--- src/rtl/fifo_seg_display_if.sv ---
// FIFO-read handshake and 4-digit 7-segment display signals for fifo_seg_display.
// master: the display block (pops the FIFO, drives the display).
// slave:  the FIFO / board side.
interface fifo_seg_display_if;
  logic [7:0] fifo_data;
  logic       fifo_empty;
  logic       rd_en;
  logic [7:0] seg;
  logic [3:0] an;
  logic       busy;

  modport master (
    input  fifo_data,
    input  fifo_empty,
    output rd_en,
    output seg,
    output an,
    output busy
  );

  modport slave (
    output fifo_data,
    output fifo_empty,
    input  rd_en,
    input  seg,
    input  an,
    input  busy
  );
endinterface

--- src/rtl/fifo_seg_display.sv ---
// fifo_seg_display: pops one byte at a time from a FIFO, holds it for DWELL cycles and shows
// it on a multiplexed 4-digit 7-segment display together with an 8-bit pop counter:
//   digit 1:0 = last popped byte, digit 3:2 = pop count (hex).
// Optional feature: define FIFO_SEG_DP_FLAG_EN to light the digit-0 decimal point while the
// FIFO is empty after at least one byte has been shown (drained indicator).
module fifo_seg_display #(
  parameter int unsigned REFRESH_DIV = 100000,
  parameter int unsigned DWELL       = 100000000
) (
  input logic                clk,
  input logic                rst_n,
  fifo_seg_display_if.master bus
);

  localparam int unsigned ScanW  = (REFRESH_DIV > 2) ? $clog2(REFRESH_DIV) : 1;
  localparam int unsigned DwellW = (DWELL > 2) ? $clog2(DWELL) : 1;

  localparam logic [ScanW-1:0]  ScanMax   = ScanW'(REFRESH_DIV - 1);
  localparam logic [DwellW-1:0] DwellLoad = DwellW'(DWELL - 1);

  localparam logic [1:0] StIdle  = 2'd0;
  localparam logic [1:0] StPop   = 2'd1;
  localparam logic [1:0] StLatch = 2'd2;
  localparam logic [1:0] StShow  = 2'd3;

  logic [1:0]        state_q, state_d;
  logic [DwellW-1:0] dwell_q, dwell_d;
  logic [7:0]        disp_byte_q, disp_byte_d;
  logic [7:0]        pop_count_q, pop_count_d;
  logic              shown_q, shown_d;

  logic [ScanW-1:0]  scan_q, scan_d;
  logic [1:0]        digit_q, digit_d;

  logic [7:0]        seg_q, seg_d;
  logic [3:0]        an_q, an_d;
  logic [3:0]        nibble;
  logic [7:0]        hex_code;
  logic              dp;

  // Pop sequencer: IDLE samples fifo_empty, POP strobes rd_en, LATCH captures, SHOW dwells.
  always_comb begin
    state_d     = state_q;
    dwell_d     = dwell_q;
    disp_byte_d = disp_byte_q;
    pop_count_d = pop_count_q;
    shown_d     = shown_q;
    case (state_q)
      StIdle: begin
        if (!bus.fifo_empty) state_d = StPop;
      end
      StPop: begin
        state_d = StLatch;
      end
      StLatch: begin
        disp_byte_d = bus.fifo_data;
        pop_count_d = pop_count_q + 8'd1;
        shown_d     = 1'b1;
        dwell_d     = DwellLoad;
        state_d     = StShow;
      end
      StShow: begin
        if (dwell_q != '0) dwell_d = dwell_q - DwellW'(1);
        // Leave as the counter reaches zero so pops are DWELL+2 cycles apart.
        if (dwell_q <= DwellW'(1)) state_d = StIdle;
      end
      default: begin
        state_d = StIdle;
      end
    endcase
  end

  // Sequencer state registers.
  always_ff @(posedge clk or negedge rst_n) begin
    if (!rst_n) begin
      state_q     <= StIdle;
      dwell_q     <= '0;
      disp_byte_q <= 8'h00;
      pop_count_q <= 8'h00;
      shown_q     <= 1'b0;
    end else begin
      state_q     <= state_d;
      dwell_q     <= dwell_d;
      disp_byte_q <= disp_byte_d;
      pop_count_q <= pop_count_d;
      shown_q     <= shown_d;
    end
  end

  // Free-running digit scan, independent of the sequencer.
  always_comb begin
    scan_d  = scan_q + ScanW'(1);
    digit_d = digit_q;
    if (scan_q == ScanMax) begin
      scan_d  = '0;
      digit_d = digit_q + 2'd1;
    end
  end

  // Scan counter and digit index registers.
  always_ff @(posedge clk or negedge rst_n) begin
    if (!rst_n) begin
      scan_q  <= '0;
      digit_q <= 2'd0;
    end else begin
      scan_q  <= scan_d;
      digit_q <= digit_d;
    end
  end

  // Nibble select, hex decode and decimal point for the currently scanned digit.
  always_comb begin
    nibble = disp_byte_q[3:0];
    case (digit_q)
      2'd0:    nibble = disp_byte_q[3:0];
      2'd1:    nibble = disp_byte_q[7:4];
      2'd2:    nibble = pop_count_q[3:0];
      default: nibble = pop_count_q[7:4];
    endcase

    hex_code = 8'hFF;
    case (nibble)
      4'h0:    hex_code = 8'hC0;
      4'h1:    hex_code = 8'hF9;
      4'h2:    hex_code = 8'hA4;
      4'h3:    hex_code = 8'hB0;
      4'h4:    hex_code = 8'h99;
      4'h5:    hex_code = 8'h92;
      4'h6:    hex_code = 8'h82;
      4'h7:    hex_code = 8'hF8;
      4'h8:    hex_code = 8'h80;
      4'h9:    hex_code = 8'h90;
      4'hA:    hex_code = 8'h88;
      4'hB:    hex_code = 8'h83;
      4'hC:    hex_code = 8'hC6;
      4'hD:    hex_code = 8'hA1;
      4'hE:    hex_code = 8'h86;
      default: hex_code = 8'h8E;
    endcase

`ifdef FIFO_SEG_DP_FLAG_EN
    dp = ~((digit_q == 2'd0) && bus.fifo_empty && shown_q);
`else
    dp = 1'b1;
`endif

    // Blank until the first byte has been latched; the scan keeps running regardless.
    seg_d = shown_q ? {dp, hex_code[6:0]} : 8'hFF;
    an_d  = ~(4'b0001 << digit_q);
  end

  // Registered display drive, one cycle behind the digit index.
  always_ff @(posedge clk or negedge rst_n) begin
    if (!rst_n) begin
      seg_q <= 8'hFF;
      an_q  <= 4'hF;
    end else begin
      seg_q <= seg_d;
      an_q  <= an_d;
    end
  end

  assign bus.rd_en = (state_q == StPop);
  assign bus.busy  = (state_q != StIdle);
  assign bus.seg   = seg_q;
  assign bus.an    = an_q;

endmodule
--- src/flat_wrapper.sv ---
// flat-port wrapper written by rule: the top's interface ports become plain ports
module fifo_seg_display_flat 
#(
  parameter int unsigned REFRESH_DIV = 100000,
  parameter int unsigned DWELL       = 100000000
)
  (clk, rst_n, bus_fifo_data, bus_fifo_empty, bus_rd_en, bus_seg, bus_an, bus_busy);
  fifo_seg_display_if bus_i ();
  input logic clk;
  input logic rst_n;
  input wire logic [$bits(bus_i.fifo_data)-1:0] bus_fifo_data;
  input wire logic [$bits(bus_i.fifo_empty)-1:0] bus_fifo_empty;
  output wire logic [$bits(bus_i.rd_en)-1:0] bus_rd_en;
  output wire logic [$bits(bus_i.seg)-1:0] bus_seg;
  output wire logic [$bits(bus_i.an)-1:0] bus_an;
  output wire logic [$bits(bus_i.busy)-1:0] bus_busy;
  assign bus_i.fifo_data = bus_fifo_data;
  assign bus_i.fifo_empty = bus_fifo_empty;
  assign bus_rd_en = bus_i.rd_en;
  assign bus_seg = bus_i.seg;
  assign bus_an = bus_i.an;
  assign bus_busy = bus_i.busy;
  fifo_seg_display #(.REFRESH_DIV(REFRESH_DIV), .DWELL(DWELL)) u_core (.clk(clk), .rst_n(rst_n), .bus(bus_i));
endmodule
--- config.mk ---
export PLATFORM = sky130hd
export DESIGN_NAME = fifo_seg_display_flat
export DESIGN_NICKNAME = d
export VERILOG_FILES = /design/src/rtl/fifo_seg_display_if.sv /design/src/rtl/fifo_seg_display.sv /design/src/flat_wrapper.sv
export SDC_FILE = /design/constraint.sdc
export NUM_CORES = 1
export LEC_CHECK = 0
export BUFFER_PORTS_ARGS = -buffer_cell sky130_fd_sc_hd__buf_2
export CORE_ASPECT_RATIO = 0.7
export CORE_MARGIN = 2
export CORE_UTILIZATION = 59
export CTS_CLUSTER_SIZE = 30
export DETAILED_ROUTE_END_ITERATION = 8
export PLACE_DENSITY = 0.78
export RECOVER_POWER = 100
export SLEW_MARGIN = 20
export SYNTH_ARGS = -nofsm -noshare
export SYNTH_HDL_FRONTEND = slang
export SYNTH_SLANG_ARGS = --single-unit
--- constraint.sdc ---
create_clock -name clk -period 7.59 [get_ports clk]
set_input_delay 0.759 -clock clk [delete_from_list [all_inputs] [get_ports clk]]
set_output_delay 0.759 -clock clk [all_outputs]
set_load 0.01 [all_outputs]
---- Word-level counts from Yosys, hierarchy flattened ----
Memory sizes are Yosys's and may differ from the RTL's.
Cells that the tools add are included.
storage, ports and cells
  memory bits (read-only) ................. 112
  memories kept ........................... 1
  flip-flop bits (word level) ............. 77
  output and inout port bits .............. 14
  logic and storage cells ................. 41
  bits of input ports ..................... 11
memory list
  memory            depth  width  rd ports  clocked after Yosys merged registers in  write ports  line                     source
  (name not given)  16     7      1         0                                        0            fifo_seg_display.sv:122  case (nibble)
operators by class
  shift operators ......................... 1
  magnitude comparators ................... 1
  bitwise gates (word level) .............. 1
  reductions and logical operators ........ 7
  add/sub/neg operators ................... 4
  equality and inequality tests ........... 9
  multiplexer cells ....................... 8
operators by type and width
  kind                   count
  $pmux 27 s2            1
  $le 27x1->1 const B    1
  $mux 27                1
  $reduce_bool 27->1     1
  $sub 27x1->27 const B  1
  $add 17x1->17 const B  1
  $eq 17x17->1 const B   1
  $mux 17                1
  $pmux 4 s3             1
  $add 8x1->8 const B    1
  $pmux 2 s4             1
  $mux 7                 1
  $eq 2x2->1 const B     3
  $eq 2x1->1 const B     2
  $logic_not 2->1        2
  $mux 2                 2
  $ne 2x1->1 const B     2
  $not 4->4              1
  $reduce_and 2->1       2
  $reduce_bool 2->1      2
  $shl 1x2->4 const A    1
  $add 2x1->2 const B    1
  $ne 2x2->1 const B     1

---- Logic depth before layout (Yosys ltp) ----
Gate-level depths: netlist (run 1).
An unclocked memory read counts as a cell.
  word-level depth ........................ 4
  depth in mapped cells ................... 10
  mapped depth without buffers ............ 10

---- Worst setup path before layout (run 1) ----
No wires, ideal clock.
  path type ............................... register to register
  start point ............................. register u_core.dwell_q[0]
  end point ............................... register u_core.dwell_q[2]
  clock period less this slack ............ 2.434 ns
  data required time ...................... 7.447 ns
  path slack .............................. 5.156 ns
  arrival ................................. 2.291 ns
  cell stages (with the launch flop) ...... 8
  buffers on the path ..................... 0
  setup time .............................. 0.143 ns
  cell sequence ........................... dfrtp_1 -> inv_1 -> ha_1 -> or4b_2 -> nor4_2 -> a21boi_1 -> a211oi_1 -> a31oi_1
on the way
  longest elaborated chain between the ends .. 3
  elaborated cells between the ends (all ways) .. 6
  classes of those cells .................. add/sub: 1; eq/ne: 1; mux: 2; reduce/logical: 2
ends and longest elaborated chain
  element                                                     line                    source
  start, declared                                             fifo_seg_display.sv:27  logic [DwellW-1:0] dwell_q, dwell_d;
  start signal, assigned                                      fifo_seg_display.sv:83  dwell_q <= dwell_d;
  $sub 27x1->27 / $reduce_bool 27->1 (equally long branches)  fifo_seg_display.sv:63  if (dwell_q != '0) dwell_d = dwell_q - DwellW'(1);
  $mux 27 / $ne 2x1->1 (equally long branches)                -
  $pmux 27 s2 / $reduce_and 2->1 (equally long branches)      -
Several ways; a longest one is shown, not always the timed one. The select of a mux whose other input is x is not followed.
A chain may end at the register's enable or synchronous reset.

==> results of run 1 <==
worst min-delay path by stage:
stage / to / slack (ns) / depth (start not counted)
finish: u_core.pop_count_q[7]$_DFFE_PN0P_ / 0.48 / 1
detailed placement: u_core.pop_count_q[7]$_DFFE_PN0P_ / 0.47 / 1
global route: u_core.scan_q[0]$_DFF_PN0_ / 0.51 / 1
global placement: u_core.pop_count_q[7]$_DFFE_PN0P_ / 0.46 / 1
CTS: u_core.pop_count_q[7]$_DFFE_PN0P_ / 0.48 / 1
floorplan: u_core.pop_count_q[7]$_DFFE_PN0P_ / 0.45 / 1
cells in the final DEF (no fill, tap or decap), drive strengths merged, types with 2 or more instances in the layout:
cell / count
clkbuf: 26
a21oi: 13
and4: 2
xnor2: 24
a22o: 2
mux2: 12
or3: 8
mux2i: 9
nand2: 27
buf: 9
a31oi: 6
or4: 7
nor3: 11
inv: 20
nor4: 7
ha: 18
and2: 2
nand3: 12
nor4b: 6
or4b: 3
and3: 5
or2: 3
a211oi: 5
dfstp: 11
nand4: 8
o21ai: 8
nor2: 32
a222oi: 3
a2111oi: 2
clkinv: 3
dfrtp: 65
nor2b: 2
o221ai: 2
xor2: 9
routing by layer:
metal / wire (um) / vias to the layer above / track usage (%)
met5: 0 / - / 0
met4: 71 / 0 / 6.39
met2: 3070 / 93 / 31.2
li1: - / 1356 / -
met1: 3650 / 1348 / 31.3
met3: 439 / 10 / 7.12
cells in the mapped netlist (2+ instances only):
library cell	number	area, um2
nand4_1	8	50.1
o21ai_0	8	40.0
a222oi_1	3	30.0
or4_1	6	45.0
ha_1	18	225
nor2b_1	2	12.5
nor2_1	32	120
dfstp_2	11	289
a31oi_1	6	37.5
and2_1	2	12.5
xor2_1	9	78.8
mux2_2	11	124
dfrtp_1	65	1630
nor4_1	6	37.5
xnor2_1	24	210
inv_1	20	75.1
o221ai_1	2	17.5
nor4b_1	6	52.6
clkbuf_1	6	22.5
a21oi_1	13	65.1
a211oi_1	5	37.5
or4b_2	2	20.0
and3_1	5	31.3
or3_1	8	50.1
nand3_1	12	60.1
a2111oi_0	2	17.5
nand2_1	27	101
mux2i_1	9	90.1
or2_1	2	12.5
nor3_1	11	55.1
buf_2	2	10.0
and4_1	2	17.5
a22o_1	2	17.5
state kept, by name, summed over array words and instances (netlist names):
register and cells:
u_core.pop_count_q 8, u_core.bus.seg 7, u_core.dwell_q 27, u_core.bus.an 4
u_core.disp_byte_q 8, u_core.scan_q 17, u_core.state_q 2, u_core.shown_q 1
u_core.digit_q 2
final cells by class:
type	count	area, um2	area share [%]
Sequential cell	76	1920	45.6
Multi-Input combinational cell	260	1810	43.1
Clock buffer	12	155	3.69
Timing Repair Buffer	23	97.6	2.32
Tap cell	78	97.6	2.32
Inverter	20	75.1	1.79
Clock inverter	4	48.8	1.16
where the power goes:
group,internal [mW],total (mW),switching [mW]
clock network,0.169,0.314,0.144
logic,0.00973,0.0291,0.0194
registers,0.412,0.414,0.00209
total,0.592,0.757,0.166
cell families after synthesis:
kind of cell             after synthesis  share of synthesized area, %
multiplexers                          21                          5.93
XOR/XNOR                              33                          7.48
AND/OR/NAND/NOR                      138                          19.1
flip-flops                            76                          49.6
buffers and inverters                 31                          3.37
AO/OA/AOI/OAI                         49                          8.55
adder cells (fa/ha/maj)               18                          5.83
other                                  1                        0.0971
metrics by stage:
step / std cells / setup WS, ns / instance area [um2]
finish: 473 / 3.74 / 4200
global route: 473 / 2.91 / 4200
detailed placement: 457 / 4.84 / 4020
global placement: 457 / 4.98 / 4020
CTS: 473 / 4.83 / 4230
floorplan: 367 / 5.16 / 3860
==> results.toml, run 1 <==
[run_status]
status = "finished with violations"
violations = "max-capacitance violations, max-slew violations"

[final_layout]
post-route-util_pct = 66.9
drive_gt1_share_pct = 12.9
diodes = 0
fillerInstances = 491
areaGrowthSynthToFinish_pct = 8.71
nNetsFinal = 419

[routing]
drtPass1Iterations = 5
postRouteAntennaNets = 0
dr.first_iter.drc_count = 143
vias = 2807
drc = 0
vias_per_cell = 5.93
wl_per_cell_um = 15.3
drt-total-wl_um = 7230

[worst_setup_path]
r2r_cells = 7
timing.rr.start = "u_core.dwell_q[0]$_DFFE_PN0P_"
arrival_ns = 3.43
cp_top_family = "buffers and inverters"
path_depth = 1
crit_required_ns = 7.18
slowest_delay_ns = 2.62
end_kind = "asynchronous set/reset pin"
cp_slowest_cell = "clkbuf_1"
timing.rr.end = "u_core.dwell_q[2]$_DFFE_PN0P_"
crit_path_max_fanout = 76
startpoint_type = "input port"
path_class = "input port to asynchronous set/reset pin"
rrSetupSlack_ns = 4.38
cp-startpoint = "rst_n"
endpoint = "u_core.dwell_q[6]$_DFFE_PN0P_"
path_cells = "clkbuf_1"
crit_buf_inv = 1

[grt]
grt_usage_pct = 21.7
overflow = 0
grt_pass1_wl_um = 12300
grt_antenna_before_repair = 0
grt_pass1_vias = 2640
grt_start_max_net_pins = 77

[sta]
finClkSkew_ns = 0.0102
drv_slew = 77
period_share_pct = 50.7
fin_hold_ws_ns = 0.478
hold_viol_final = 0
rsz0062_at_grt = "false"
relSlewSlack_pct = -153
tightest_slew_ns = 3.80
fmax_mhz = 260
finalSetupViolCount = 0
fin_setup_tns_ns = 0
layout_min_cycle_time_ns = 3.85

[die]
rows = 24
initial_core_util_pct = 61.5
core_area_um2 = 6280
die_x_um = 101
ios = 25
die_y_um = 71.7
dieArea_um2 = 7220

[clocking]
cts_max_path_buffers = 2
cts.sinks = 76
cts-htree-levels = 3
cts_tree = "yes"
cts_resized = 0
path_clk_slew_ns = 0.08
insertion_delay_ns = 0.35
cts_setup_buffers = 0
hold_buffers = 0
cts-root-buf = "clkbuf_8"
numCtsBuffers = 9

[worst_hold_path]
hold_path_class = "register to register"
min_from = "u_core.pop_count_q[7]$_DFFE_PN0P_"

[placed_design]
portBuffers = 23
dpl.hpwl_um = 5030
globalplace.congestion = 0.864

[pwr]
cellPowerDensity_nw_per_um2 = 180
p_leak_nw = 1.72
total_power_uw = 757
irDropWorstVdd_v = 0.0000987

[yosys]
ys_seq_area_share_pct = 49.6
synth_cell_types = 53
synthCells = 367
ys_ff_latch = 76
syn_nets = 396
synth_edf_count = 0
synth_flop_cell = "dfrtp_1"
syn_area_um2 = 3860
syn_avg_cell_area_um2 = 10.5
yosysWarnings = 0
synthArstFlopShare_pct = 100

[flow_run]
maxCapViolations = 1
Power figures use the tool's default switching activity.
==> inputs of run 2 (changes only) <==
--- a/config.mk
+++ b/config.mk
@@ -5,13 +5,14 @@
 export SDC_FILE = /design/constraint.sdc
 export NUM_CORES = 1
 export LEC_CHECK = 0
+export ABC_AREA = 1
 export BUFFER_PORTS_ARGS = -buffer_cell sky130_fd_sc_hd__buf_2
 export CORE_ASPECT_RATIO = 0.7
 export CORE_MARGIN = 2
 export CORE_UTILIZATION = 59
 export CTS_CLUSTER_SIZE = 30
 export DETAILED_ROUTE_END_ITERATION = 8
-export PLACE_DENSITY = 0.78
+export PLACE_DENSITY = 0.77
 export RECOVER_POWER = 100
 export SLEW_MARGIN = 20
 export SYNTH_ARGS = -nofsm -noshare
==> constraint.sdc (replaced) <==
create_clock -name clk -period 3.6 [get_ports clk]
set_input_delay 0.36 -clock clk [delete_from_list [all_inputs] [get_ports clk]]
set_output_delay 0.36 -clock clk [all_outputs]
set_load 0.01 [all_outputs]
==> run 2 against run 1 <==
Against the previous run:
- the flow still finishes with violations (max-capacitance violations, max-slew violations)
- power rose to 4.5 times the previous value
- hold slack got worse by 0.27 ns
- sequential cell count did not move
- sequential share of layout area fell by 6.5 points
- first-iteration DRC count rose by 97%
- largest cell class is now multi-input combinational cells
- critical path type is now register to register
- critical endpoint is now u_core.dwell_q[1]$_DFFE_PN0P_
- synthesized area rose by 18%
- cell count rose by 59%
- critical path depth rose by 9
- die area rose by 17%
==> results.toml, run 2 <==
[run_status]
status = "finished with violations"
violations = "max-capacitance violations, max-slew violations"

[placed_design]
portBuffers = 23
placed_area_um2 = 4720
globalplace.congestion = 0.929
pre_cts_ws_ns = 1.48
dpl.hpwl_um = 7190

[clocking]
cts.sinks = 76
numCtsBuffers = 9
cts-root-buf = "clkbuf_8"
cts_max_path_buffers = 2
cts-htree-levels = 3
hold_buffers = 0
cts_setup_buffers = 0
cts_tree = "yes"
path_clk_slew_ns = 0.08
cts_resized = 0
insertion_delay_ns = 0.36

[routing]
wl_per_cell_um = 13.0
postRouteAntennaNets = 0
drtPass1Iterations = 5
vias = 3970
vias_per_cell = 5.27
drt-total-wl_um = 9770
drc = 0
dr.first_iter.drc_count = 281

[pwr]
p_leak_nw = 2.47
switchingPower_mw = 1.48
pwr-share-comb_pct = 40.8
switching_share_pct = 43.6
cellPowerDensity_nw_per_um2 = 691
clkPwrFrac_pct = 19.8
power_frac_seq_pct = 39.4
total_power_mw = 3.38
p_int_mw = 1.91
irDropWorstVdd_v = 0.000439

[yosys]
synthCells = 624
ys_ff_latch = 76
synth_edf_count = 0
syn_avg_cell_area_um2 = 7.28
synth_cell_types = 37
syn_area_um2 = 4540
ys_seq_area_share_pct = 42.2
yosysMostFrequentCell = "nand2_1"
yosysWarnings = 0
syn_nets = 653
synth_flop_cell = "dfrtp_1"
yosysTopAreaCellShare_pct = 35.8
synthArstFlopShare_pct = 100
yosys-top-cells-area = "dfrtp_1 36%, nand2_1 16%, inv_1 7.0%"
yosysTopAreaCell = "dfrtp_1"
synth_common_cells = "198 x nand2_1, 85 x inv_1, 82 x nor2_1, 65 x dfrtp_1, 54 x nand3_1"

[grt]
grt_antenna_before_repair = 0
use_met3_pct = 6.47
overflow = 0
grt_pass1_wl_um = 16800
grt_start_max_net_pins = 77
top_usage_layer = "met1"
met2_usage_pct = 35.4
grt_pass1_vias = 3660
grt_usage_pct = 25.3
grtUsageMet1_pct = 38.7

[die]
dieArea_um2 = 8420
ios = 25
initial_core_util_pct = 61.5
rows = 26
die_y_um = 77.4
core_area_um2 = 7380
die_x_um = 109

[sta]
relSlewSlack_pct = -24.3
period_share_pct = 75.3
tightest_slew_ns = 1.86
fin_hold_ws_ns = 0.210
finalSetupViolCount = 0
worst_slack_ns = 0.890
finClkSkew_ns = 0.0125
fmax_mhz = 369
rsz0062_at_grt = "false"
layout_min_cycle_time_ns = 2.71
drv_slew = 77
hold_viol_final = 0
fin_setup_tns_ns = 0

[worst_setup_path]
crit_path_max_fanout = 35
end_kind = "register"
crit_required_ns = 3.84
cp_slowest_cell = "clkinvlp_2"
startpoint_type = "register"
slowest_delay_ns = 0.61
cpMostUsedCell = "nand2_1"
path_class = "register to register"
arrival_ns = 2.95
path_cells = "inv_1 -> ha_1 -> nand2_2 -> nor2_4 -> nand2_1 -> nand3b_4 -> nand2_8 -> clkinvlp_2 -> nand2_1 -> nand2_1"

[final_layout]
multiInputGateArea_um2 = 2230
largest_register = "u_core.dwell_q"
layout_commonest_cell = "nand2_1"
reg_top3 = "u_core.dwell_q x27, u_core.scan_q x17"
fillerInstances = 636
final_cell_mix = "198 x nand2_1, 85 x inv_1, 83 x nor2_1"
largest_reg_flops = 27
regArea_um2 = 1920
diodes = 0
drive_gt1_share_pct = 8.40
areaGrowthSynthToFinish_pct = 7.85
nNetsFinal = 679
fin_area_um2 = 4900

[flow_run]
maxCapViolations = 1

[worst_hold_path]
hold_path_class = "input port to register"
-- run 2: cell types whose count changed in the layout (fill, tap and decap cells not counted), moves of 8 or more --
cell,delta
inv_1,+65
mux2_2,-11
mux2i_1,-9
nand2_1,+171
nand3_1,+42
nor2_1,+51
nor3_1,-8
o21ai_0,+14
or3_1,-8
xnor2_1,-21
xor2_1,+8
-- run 2: cells by family after synthesis --
logic type | Yosys count | synth area share [%]
AOI/OAI and AO/OA | 37 | 4.46
xor gates and xnor gates | 20 | 3.86
adders and majority gates | 18 | 4.96
buffers and inverters | 96 | 8.74
DFF | 76 | 42.2
other | 1 | 0.0826
and+or+nand+nor | 376 | 35.7
-- run 2: cell type report --
type | count | area share, %
Sequential cell | 76 | 39.1
Tap cell | 98 | 2.50
Clock inverter | 4 | 0.971
Clock buffer | 12 | 3.17
Timing Repair Buffer | 24 | 2.10
Multi-Input combinational cell | 452 | 45.5
Inverter | 87 | 6.69
-- run 2: worst paths after layout --
path / slack [ns] / cells after the start / to / start
max in group asynchronous: 1.98 / 1 / u_core.scan_q[15]$_DFF_PN0_ / rst_n
hold reg to reg: 0.48 / 2 / u_core.disp_byte_q[2]$_DFFE_PN0P_ / u_core.disp_byte_q[2]$_DFFE_PN0P_
hold / removal: 0.21 / 3 / u_core.disp_byte_q[7]$_DFFE_PN0P_ / bus_fifo_data[7]
setup reg to reg: 0.89 / 10 / u_core.dwell_q[1]$_DFFE_PN0P_ / u_core.dwell_q[0]$_DFFE_PN0P_
setup / recovery: 0.89 / 10 / u_core.dwell_q[1]$_DFFE_PN0P_ / u_core.dwell_q[0]$_DFFE_PN0P_
min in group asynchronous: 0.51 / 1 / u_core.dwell_q[5]$_DFFE_PN0P_ / rst_n
-- run 2: critical path: cells and delay by family (launching register included) --
family                     cells  cell delay, ns
DFF                            1            0.43
and+or+nand+nor                7            1.17
buffers and inverters          2            0.72
adders and majority gates      1            0.26
-- run 2: per-layer routing --
layer  share of wire, %  routed length (um)
met1                 50                4890
met2                 42                4120
met3                6.7                 652
met4                1.1                 104
met5                  0                   0
-- run 2: power by group through the flow --
stage / registers (mW) / clock network, mW / logic (mW)
2_1_floorplan: 1.29 / 0 / 1.11
3_3_place_gp: 1.33 / 0 / 1.36
3_5_place_dp: 1.33 / 0 / 1.39
4_1_cts: 1.32 / 0.689 / 1.40
5_1_grt: 1.36 / 0.728 / 1.59
6_report: 1.33 / 0.671 / 1.38
-- run 2: through the flow --
stage / utilization [%] / std cells
3_3_place_gp: 63.9 / 737
3_5_place_dp: 63.9 / 737
4_1_cts: 66.7 / 753
2_1_floorplan: - / 624
6_report: 66.3 / 753
5_1_grt: 66.3 / 753
==> inputs of run 3 (changes only) <==
--- a/config.mk
+++ b/config.mk
@@ -5,14 +5,14 @@
 export SDC_FILE = /design/constraint.sdc
 export NUM_CORES = 1
 export LEC_CHECK = 0
-export ABC_AREA = 1
+export ABC_AREA = 0
 export BUFFER_PORTS_ARGS = -buffer_cell sky130_fd_sc_hd__buf_2
 export CORE_ASPECT_RATIO = 0.7
 export CORE_MARGIN = 2
-export CORE_UTILIZATION = 59
+export CORE_UTILIZATION = 54
 export CTS_CLUSTER_SIZE = 30
 export DETAILED_ROUTE_END_ITERATION = 8
-export PLACE_DENSITY = 0.77
+export PLACE_DENSITY = 0.75
 export RECOVER_POWER = 100
 export SLEW_MARGIN = 20
 export SYNTH_ARGS = -nofsm -noshare
==> constraint.sdc (replaced) <==
create_clock -name clk -period 2.35 [get_ports clk]
set_input_delay 0.235 -clock clk [delete_from_list [all_inputs] [get_ports clk]]
set_output_delay 0.235 -clock clk [all_outputs]
set_load 0.01 [all_outputs]
==> run 3 against run 2 <==
Against the previous run:
- the flow finishes with violations (max-capacitance violations, max-slew violations, negative setup slack)
- utilization grew 1.0 points
- combinational power is 92% lower
- hold slack got worse by 0.098 ns
- largest power group is now sequential cells
- sequential cell count is the same
- count of clock-buffer cells in the layout decreased by 1
==> results.toml, run 3 (same netlist as run 1, synthesis figures left out) <==
[final_layout]
largest_reg_flops = 27
fin_cells = 536
drive_gt1_share_pct = 24.0
areaGrowthSynthToFinish_pct = 19.5
largest_register = "u_core.dwell_q"
layout_commonest_cell = "dfrtp_1"
nNetsFinal = 466
final_cell_mix = "64 x dfrtp_1, 41 x buf_4, 32 x nor2_1"
diodes = 0
reg_top3 = "u_core.dwell_q x27, u_core.scan_q x17"

[worst_setup_path]
startpoint_type = "register"
arrival_ns = 2.61
end_kind = "register"
cp_top_family = "simple AND/OR/NAND/NOR gates"
crit_buf_inv = 0
cp_slowest_cell = "or4_4"
crit_path_max_fanout = 2
crit_required_ns = 2.60
cpMostUsedCell = "or4_4"
path_cells = "or4_4 -> or2_1 -> or4_4 -> a22o_1 -> mux2_4"
slowest_delay_ns = 0.54
path_class = "register to register"

[sta]
tightest_slew_ns = 1.82
layout_min_cycle_time_ns = 2.36
relSlewSlack_pct = -21.7
drv_slew = 77
period_share_pct = 100
fmax_mhz = 424
rsz0062_at_grt = "true"
hold_viol_final = 0
fin_hold_ws_ns = 0.112
worst_slack_ns = -0.0111
finalSetupViolCount = 1
finClkSkew_ns = 0.0115
fin_setup_tns_ns = -0.0111

[clocking]
cts-root-buf = "clkbuf_8"
path_clk_slew_ns = 0.09
cts-htree-levels = 3
numCtsBuffers = 9
insertion_delay_ns = 0.35
cts_tree = "yes"
cts.sinks = 76
cts_max_path_buffers = 2

[routing]
wl_per_cell_um = 15.4
vias = 3016
postRouteAntennaNets = 0
drc = 0
drtPass1Iterations = 5
dr.first_iter.drc_count = 205
vias_per_cell = 5.63
drt-total-wl_um = 8260

[placed_design]
placedCellCount = 512
portBuffers = 23
globalplace.congestion = 0.858
dpl.hpwl_um = 5590

[grt]
grt_start_max_net_pins = 77
overflow = 0
grt_pass1_vias = 2837
grt_antenna_before_repair = 0
grt_usage_pct = 21.8
grt_pass1_wl_um = 13400

[die]
core_area_um2 = 6850
dieArea_um2 = 7860
rows = 25
die_x_um = 105
die_y_um = 74.8
initial_core_util_pct = 56.4
ios = 25

[pwr]
p_leak_nw = 1.95
cellPowerDensity_nw_per_um2 = 532
total_power_mw = 2.46
irDropWorstVdd_v = 0.000360

[run_status]
violations = "max-capacitance violations, max-slew violations, negative setup slack"
status = "finished with violations"

[worst_hold_path]
hold_path_class = "input port to register"

[flow_run]
maxCapViolations = 1
-- run 3: cell count changes in the layout (fill, tap and decap cells not counted), moves of 7 or more --
cell,delta
o21ai_0,-14
a21oi_1,+7
nand3_1,-42
nand2_1,-171
xor2_1,-8
buf_4,+41
mux2_2,+11
xnor2_1,+21
mux2i_1,+9
or3_1,+8
inv_1,-65
nor3_1,+8
nor2_1,-51
-- run 3: repair_timing --
| action | 4_1_cts | 5_1_grt |
|---|---|---|
| gates resized for setup | 1 | 16 |
| endpoints found under the setup margin | 6 | 15 |
| hold buffers | 0 | 0 |
| pin swaps | 4 | 6 |
| buffers inserted | 3 | 5 |
-- run 3: layout make-up --
class	count	area [um2]
Fill cell	535	2240
Sequential cell	76	1920
Multi-Input combinational cell	260	1870
Timing Repair Buffer	70	435
Clock buffer	11	141
Tap cell	94	118
Inverter	20	75.1
Clock inverter	5	61.3
-- run 3: power breakdown --
group          internal, mW  leakage, nW  switching, mW
Clock                 0.521       0.0918          0.493
Combinational        0.0375        0.964         0.0662
Sequential             1.33        0.898        0.00685
-- run 3: path summary, 6_finish.rpt --
kind                                           startpoint  depth (start not counted)  slack [ns]                                 to
setup reg to reg           u_core.dwell_q[12]$_DFFE_PN0P_                          5       -0.01      u_core.state_q[1]$_DFFE_PN0P_
hold / removal                           bus_fifo_data[1]                          2        0.11  u_core.disp_byte_q[1]$_DFFE_PN0P_
max in group asynchronous                           rst_n                          1        0.77      u_core.digit_q[1]$_DFFE_PN0N_
min in group asynchronous                           rst_n                          1        0.37     u_core.dwell_q[26]$_DFFE_PN0P_
hold reg to reg                u_core.scan_q[0]$_DFF_PN0_                          1        0.49         u_core.scan_q[0]$_DFF_PN0_
setup / recovery           u_core.dwell_q[12]$_DFFE_PN0P_                          5       -0.01      u_core.state_q[1]$_DFFE_PN0P_
-- run 3: through the flow --
stage / setup WS [ns] / util, % / area [um2]
floorplan: -0.0687 / - / 3870
global placement: 0.0449 / 63.5 / 4350
detailed placement: -0.0942 / 63.5 / 4350
CTS: 0.0154 / 66.8 / 4580
global route: -0.0538 / 67.4 / 4610
finish: -0.0111 / 67.4 / 4610
-- run 3: per-layer routing --
layer  part of all wire (%)  GRT usage (%)
met5                      0              0
met4                    1.0           6.96
met3                    5.5           4.94
met2                     45           32.8
met1                     48           32.0
-- run 3: worst reg2reg max path, cell delays in order, from the launching register on --
cell     delay, ns
dfrtp_1       0.40
or4_4         0.54
or2_1         0.26
or4_4         0.53
a22o_1        0.24
mux2_4        0.30
